===== src/rtl/core_run_ctrl.sv =====
// Run controller: streams a program into imem with the core held in reset,
// then runs the core until halt instruction, PC escape, timeout or abort.
module core_run_ctrl #(
  parameter int          IMEM_DEPTH = 64,
  parameter int          ADDR_W     = 6,
  parameter int          CNT_W      = 16,
  parameter int          MAX_CYCLES = 1000,
  parameter logic [31:0] HALT_INSTR = 32'h00100073
) (
  input  logic              clk,
  input  logic              reset,
  input  logic              start,
  input  logic              abort,
  input  logic              load_valid,
  input  logic [31:0]       load_data,
  input  logic              load_last,
  output logic              load_ready,
  output logic              imem_we,
  output logic [ADDR_W-1:0] imem_addr,
  output logic [31:0]       imem_wdata,
  output logic              core_reset,
  input  logic [31:0]       core_instr,
  input  logic [31:0]       core_pc,
  output logic              busy,
  output logic              done,
  output logic [1:0]        halt_cause,
  output logic [ADDR_W:0]   loaded_words,
  output logic [CNT_W-1:0]  cycle_count
);

  typedef enum logic [2:0] {
    S_IDLE,
    S_LOAD,
    S_FLUSH,
    S_RUN,
    S_HALT
  } state_e;

  localparam logic [ADDR_W:0] LAST_IDX =
    (ADDR_W+1)'(IMEM_DEPTH - 1);
  localparam logic [CNT_W-1:0] CNT_MAX  = CNT_W'(MAX_CYCLES);
  localparam logic [CNT_W-1:0] CNT_LAST = CNT_W'(MAX_CYCLES - 1);

  state_e            state_q, state_d;
  logic              we_q, we_d;
  logic [ADDR_W-1:0] addr_q, addr_d;
  logic [31:0]       wdata_q, wdata_d;
  logic              crst_q, crst_d;
  logic              busy_q, busy_d;
  logic              done_q, done_d;
  logic [1:0]        cause_q, cause_d;
  logic [ADDR_W:0]   lw_q, lw_d;
  logic [CNT_W-1:0]  cnt_q, cnt_d;
  logic              pc_oob;

  assign pc_oob = (core_pc[31:2] >= 30'(lw_q)) ||
                  (core_pc[1:0] != 2'b00);

  always_ff @(posedge clk or posedge reset) begin
    if (reset) state_q <= S_IDLE;
    else       state_q <= state_d;
  end

  always_comb begin
    state_d = state_q;
    we_d    = 1'b0;
    addr_d  = addr_q;
    wdata_d = wdata_q;
    lw_d    = lw_q;
    cnt_d   = cnt_q;
    cause_d = cause_q;
    if (abort) begin
      state_d = S_IDLE;
      cause_d = 2'b00;
    end else begin
      unique case (state_q)
        S_IDLE, S_HALT: begin
          if (start) begin
            state_d = S_LOAD;
            lw_d    = '0;
            cnt_d   = '0;
            cause_d = 2'b00;
          end
        end
        S_LOAD: begin
          if (load_valid) begin
            we_d    = 1'b1;
            addr_d  = lw_q[ADDR_W-1:0];
            wdata_d = load_data;
            lw_d    = lw_q + 1'b1;
            if (load_last || lw_q == LAST_IDX)
              state_d = S_FLUSH;
          end
        end
        S_FLUSH: begin
          state_d = (lw_q == '0) ? S_IDLE : S_RUN;
        end
        S_RUN: begin
          if (cnt_q != CNT_MAX) cnt_d = cnt_q + 1'b1;
          // Priority: halt instruction, then PC escape, then budget.
          if (core_instr == HALT_INSTR) begin
            state_d = S_HALT;
            cause_d = 2'b01;
          end else if (pc_oob) begin
            state_d = S_HALT;
            cause_d = 2'b10;
          end else if (cnt_q == CNT_LAST) begin
            state_d = S_HALT;
            cause_d = 2'b11;
          end
        end
        default: state_d = S_IDLE;
      endcase
    end
    crst_d = (state_d != S_RUN);
    busy_d = (state_d == S_LOAD) || (state_d == S_FLUSH) ||
             (state_d == S_RUN);
    done_d = (state_d == S_HALT);
  end

  always_ff @(posedge clk or posedge reset) begin
    if (reset) begin
      we_q    <= 1'b0;
      addr_q  <= '0;
      wdata_q <= '0;
      crst_q  <= 1'b1;
      busy_q  <= 1'b0;
      done_q  <= 1'b0;
      cause_q <= 2'b00;
      lw_q    <= '0;
      cnt_q   <= '0;
    end else begin
      we_q    <= we_d;
      addr_q  <= addr_d;
      wdata_q <= wdata_d;
      crst_q  <= crst_d;
      busy_q  <= busy_d;
      done_q  <= done_d;
      cause_q <= cause_d;
      lw_q    <= lw_d;
      cnt_q   <= cnt_d;
    end
  end

  assign load_ready   = (state_q == S_LOAD);
  assign imem_we      = we_q;
  assign imem_addr    = addr_q;
  assign imem_wdata   = wdata_q;
  assign core_reset   = crst_q;
  assign busy         = busy_q;
  assign done         = done_q;
  assign halt_cause   = cause_q;
  assign loaded_words = lw_q;
  assign cycle_count  = cnt_q;

endmodule


===== config.mk =====
export PLATFORM = sky130hd
export DESIGN_NAME = core_run_ctrl
export DESIGN_NICKNAME = d
export VERILOG_FILES = /design/src/rtl/core_run_ctrl.sv
export SDC_FILE = /design/constraint.sdc
export NUM_CORES = 1
export LEC_CHECK = 0
export ABC_AREA = 1
export ABC_CLOCK_PERIOD_IN_PS = 2500
export BUFFER_PORTS_ARGS = -buffer_cell sky130_fd_sc_hd__buf_2
export CAP_MARGIN = 0
export CORE_ASPECT_RATIO = 0.8
export CORE_MARGIN = 3
export CORE_UTILIZATION = 46
export CTS_CLUSTER_DIAMETER = 60
export DETAILED_ROUTE_END_ITERATION = 12
export PLACE_DENSITY = 0.78
export SYNTH_ARGS = -nofsm -noshare
export SYNTH_HDL_FRONTEND = slang
export SYNTH_SLANG_ARGS = --single-unit

===== constraint.sdc =====
create_clock -name clk -period 2.5 [get_ports clk]
set_input_delay 0.125 -clock clk [delete_from_list [all_inputs] [get_ports clk]]
set_output_delay 0.125 -clock clk [all_outputs]
set_load 0.1 [all_outputs]

==> results.json <==
{
  "outcome": "finished clean",
  "wl_per_cell_um": 13.03,
  "diodes": 0,
  "critPathKind": "reg -> reg",
  "critical_path_arrival_ps": 2140,
  "holdWs_ps": 39.45,
  "clock_path_buffers": 2,
  "pwr-share-comb": 0.486,
  "clk_pin_slew_worst_paths_ps": 80,
  "initial_core_util": 0.4765,
  "irDropWorstVdd_mv": 0.7045,
  "crit_path_max_fanout": 6,
  "netlist_area_sq_um": 3804,
  "synthCells": 498,
  "synth_cell_types": 37,
  "finClkSkew_ps": 8.587,
  "dp_cells": 767,
  "seqPwrFrac": 0.316,
  "fill_cells": 674,
  "grtUsageTotal": 0.2256,
  "rows": 29,
  "hpwl_um": 7772,
  "swShare": 0.5298,
  "cap_violations": 0,
  "dieArea_sq_um": 9403,
  "cts_tree": "done",
  "drt_iter0_drc": 210,
  "postSynthAreaPerCell_sq_um": 7.638,
  "ys_seq_elements": 70,
  "p_int_mw": 2.157,
  "fin_crit_ps": 1914,
  "synthArstFlopShare": 1.000,
  "syn2layout_area_growth_pct": 37.93,
  "mostFrequentLayoutCells": "nand2_1 (181), buf_2 (169), dfrtp_1 (69), nor2_1 (55), inv_1 (51)",
  "htree_levels": 3,
  "grt_pass1_wl_um": 17050,
  "rsz0062_at_grt": "false",
  "drtAntennaViolNets": 0,
  "die_w_um": 107.7,
  "finalHoldViolCount": 0,
  "max-slew-margin-rel": 0.4154,
  "overflow": 0,
  "ys_seq_area_frac": 0.4609,
  "cts-buffers-inserted": 9,
  "p_switching_mw": 2.430,
  "synth_edf_count": 0,
  "slew_viol_final": 0,
  "start_kind": "flop",
  "powerDensity_nw_per_um2": 874.4,
  "crit_path_end_kind": "flop",
  "cts_setup_buffers": 0,
  "final_nets": 815,
  "yosysWarnings": 0,
  "p_leak_nw": 2.849,
  "vias": 3908,
  "worst_pin_slew_ps": 876.9,
  "drive_gt1_frac": 0.3069,
  "crit_required_ps": 2730,
  "fin_crit_sh": 0.7656,
  "wl_um": 10620,
  "ios": 170,
  "clkSinkCount": 70,
  "grt_pass1_vias": 3757,
  "die_h_um": 87.34,
  "fmax_mhz": 522.5,
  "clockPowerShare": 0.198,
  "core_sq_um": 7983,
  "synth_flop_cell": "dfrtp_1",
  "final_common_cell": "nand2_1",
  "gp_congestion": 0.9157,
  "antenna_found_initial": 0,
  "grt_max_degree": 71,
  "via_per_inst": 4.795,
  "tns_ps": 0,
  "first_pass_iters": 4,
  "finalSetupViolations": 0,
  "clock_latency_ps": 330,
  "cts-root-buf": "clkbuf_8",
  "drcViolationCount": 0,
  "hold_class": "in -> reg",
  "syn_nets": 611,
  "io_buffer_count": 169,
  "final_cell_count_no_fill": 815
}
-- layer usage --
metal | part of all wire | track usage
met5 | 0 | 0
met4 | 0.024 | 0.07454
met3 | 0.054 | 0.04818
met2 | 0.51 | 0.3905
met1 | 0.42 | 0.2819
-- critical path, stage by stage (launching register included) --
cell and delay (ps):
dfrtp_1 430, inv_1 150, ha_1 320, nand2_1 50
nor2_1 130, o21ai_0 110, nand3_1 80, nand2_1 110
nand2_2 130, nor2_2 60, nor2_2 160, o21ai_1 80
-- synthesized netlist by cell type, types with 3 or more instances --
library cell  number  area share
nand2_1          181        0.18
nand3_1           22       0.029
nand2_2            3      0.0049
a21oi_1            8       0.011
nand4_1            7       0.012
o21ai_1           10       0.013
dfrtp_1           69        0.45
nor3_1             8       0.011
xor2_1             7       0.016
ha_1              11       0.036
buf_6              4       0.012
nor2_2             5      0.0082
o31ai_1            7       0.014
nor2_1            55       0.054
inv_1             52       0.051
buf_2              6      0.0079
inv_2              7      0.0069
nand3_2            3      0.0079
o21ai_0           11       0.014
-- metrics by stage --
| stage | utilization | instance area (sq um) | power [mW] | setup WS, ps |
|---|---|---|---|---|
| 2_1_floorplan | - | 3804 | 3.246 | 156.7 |
| 3_3_place_gp | 0.5923 | 4728 | 3.612 | 648.1 |
| 3_5_place_dp | 0.5923 | 4728 | 3.649 | 613.6 |
| 4_1_cts | 0.6572 | 5246 | 4.607 | 591.4 |
| 5_1_grt | 0.6572 | 5246 | 4.769 | 378.2 |
| 6_report | 0.6572 | 5246 | 4.587 | 586.1 |
-- final cells by class --
cell class              instances  area, sq um  share of cell area
multi-input cells             357         1743              0.3322
clock buffers                  10        127.6             0.02433
clock inverters                 6        70.07             0.01336
inverters                      59        221.5             0.04221
well taps                     108        135.1             0.02576
repair buffers                205         1196              0.2280
flip-flops and latches         70         1753              0.3341
-- state kept, by name, summed over array words and instances, names as in the netlist --
| register | flops |
|---|---|
| loaded_words | 7 |
| core_reset | 1 |
| halt_cause | 2 |
| imem_addr | 6 |
| imem_wdata | 32 |
| done | 1 |
| state_q | 3 |
| cycle_count | 16 |
| imem_we | 1 |
| busy | 1 |
-- timing repair --
action,in CTS,in global routing
hold endpoints to repair,32,0
hold buffers,32,0
resized for setup,0,0
endpoints found under the setup margin,0,0
-- worst paths after layout --
| kind | start | to | cells after the start | slack (ps) |
|---|---|---|---|---|
| worst min register to register | imem_wdata[7]$_DFFE_PP0P_ | imem_wdata[7]$_DFFE_PP0P_ | 2 | 480 |
| min in group asynchronous | reset | cycle_count[8]$_DFFE_PP0P_ | 3 | 50 |
| worst max register to register | loaded_words[3]$_DFFE_PP0P_ | busy$_DFF_PP0_ | 11 | 590 |
| worst max-delay path | loaded_words[3]$_DFFE_PP0P_ | busy$_DFF_PP0_ | 11 | 590 |
| worst min-delay path | abort | state_q[1]$_DFF_PP0_ | 2 | 40 |
| max in group asynchronous | reset | cycle_count[1]$_DFFE_PP0P_ | 3 | 1880 |
-- power groups by stage --
stage               clock network, mW  registers (mW)  logic, mW
floorplan                           0            2.92      0.323
global placement                    0            1.46       2.16
detailed placement                  0            1.46       2.19
CTS                             0.934            1.45       2.23
global route                    0.975            1.47       2.32
finish                          0.910            1.45       2.23
-- cell families (layout without fill, tap and decap cells) --
| logic type | count (synthesis) | count (layout) | share of synthesized area |
|---|---|---|---|
| AOI/OAI and AO/OA | 44 | 44 | 0.07040 |
| buffers and inverters | 71 | 280 | 0.08092 |
| xor gates and xnor gates | 9 | 9 | 0.02072 |
| DFF | 70 | 70 | 0.4609 |
| adders and majority gates | 11 | 11 | 0.03618 |
| and+or+nand+nor | 293 | 293 | 0.3309 |
Note: power is estimated with default switching activity, not from simulation.
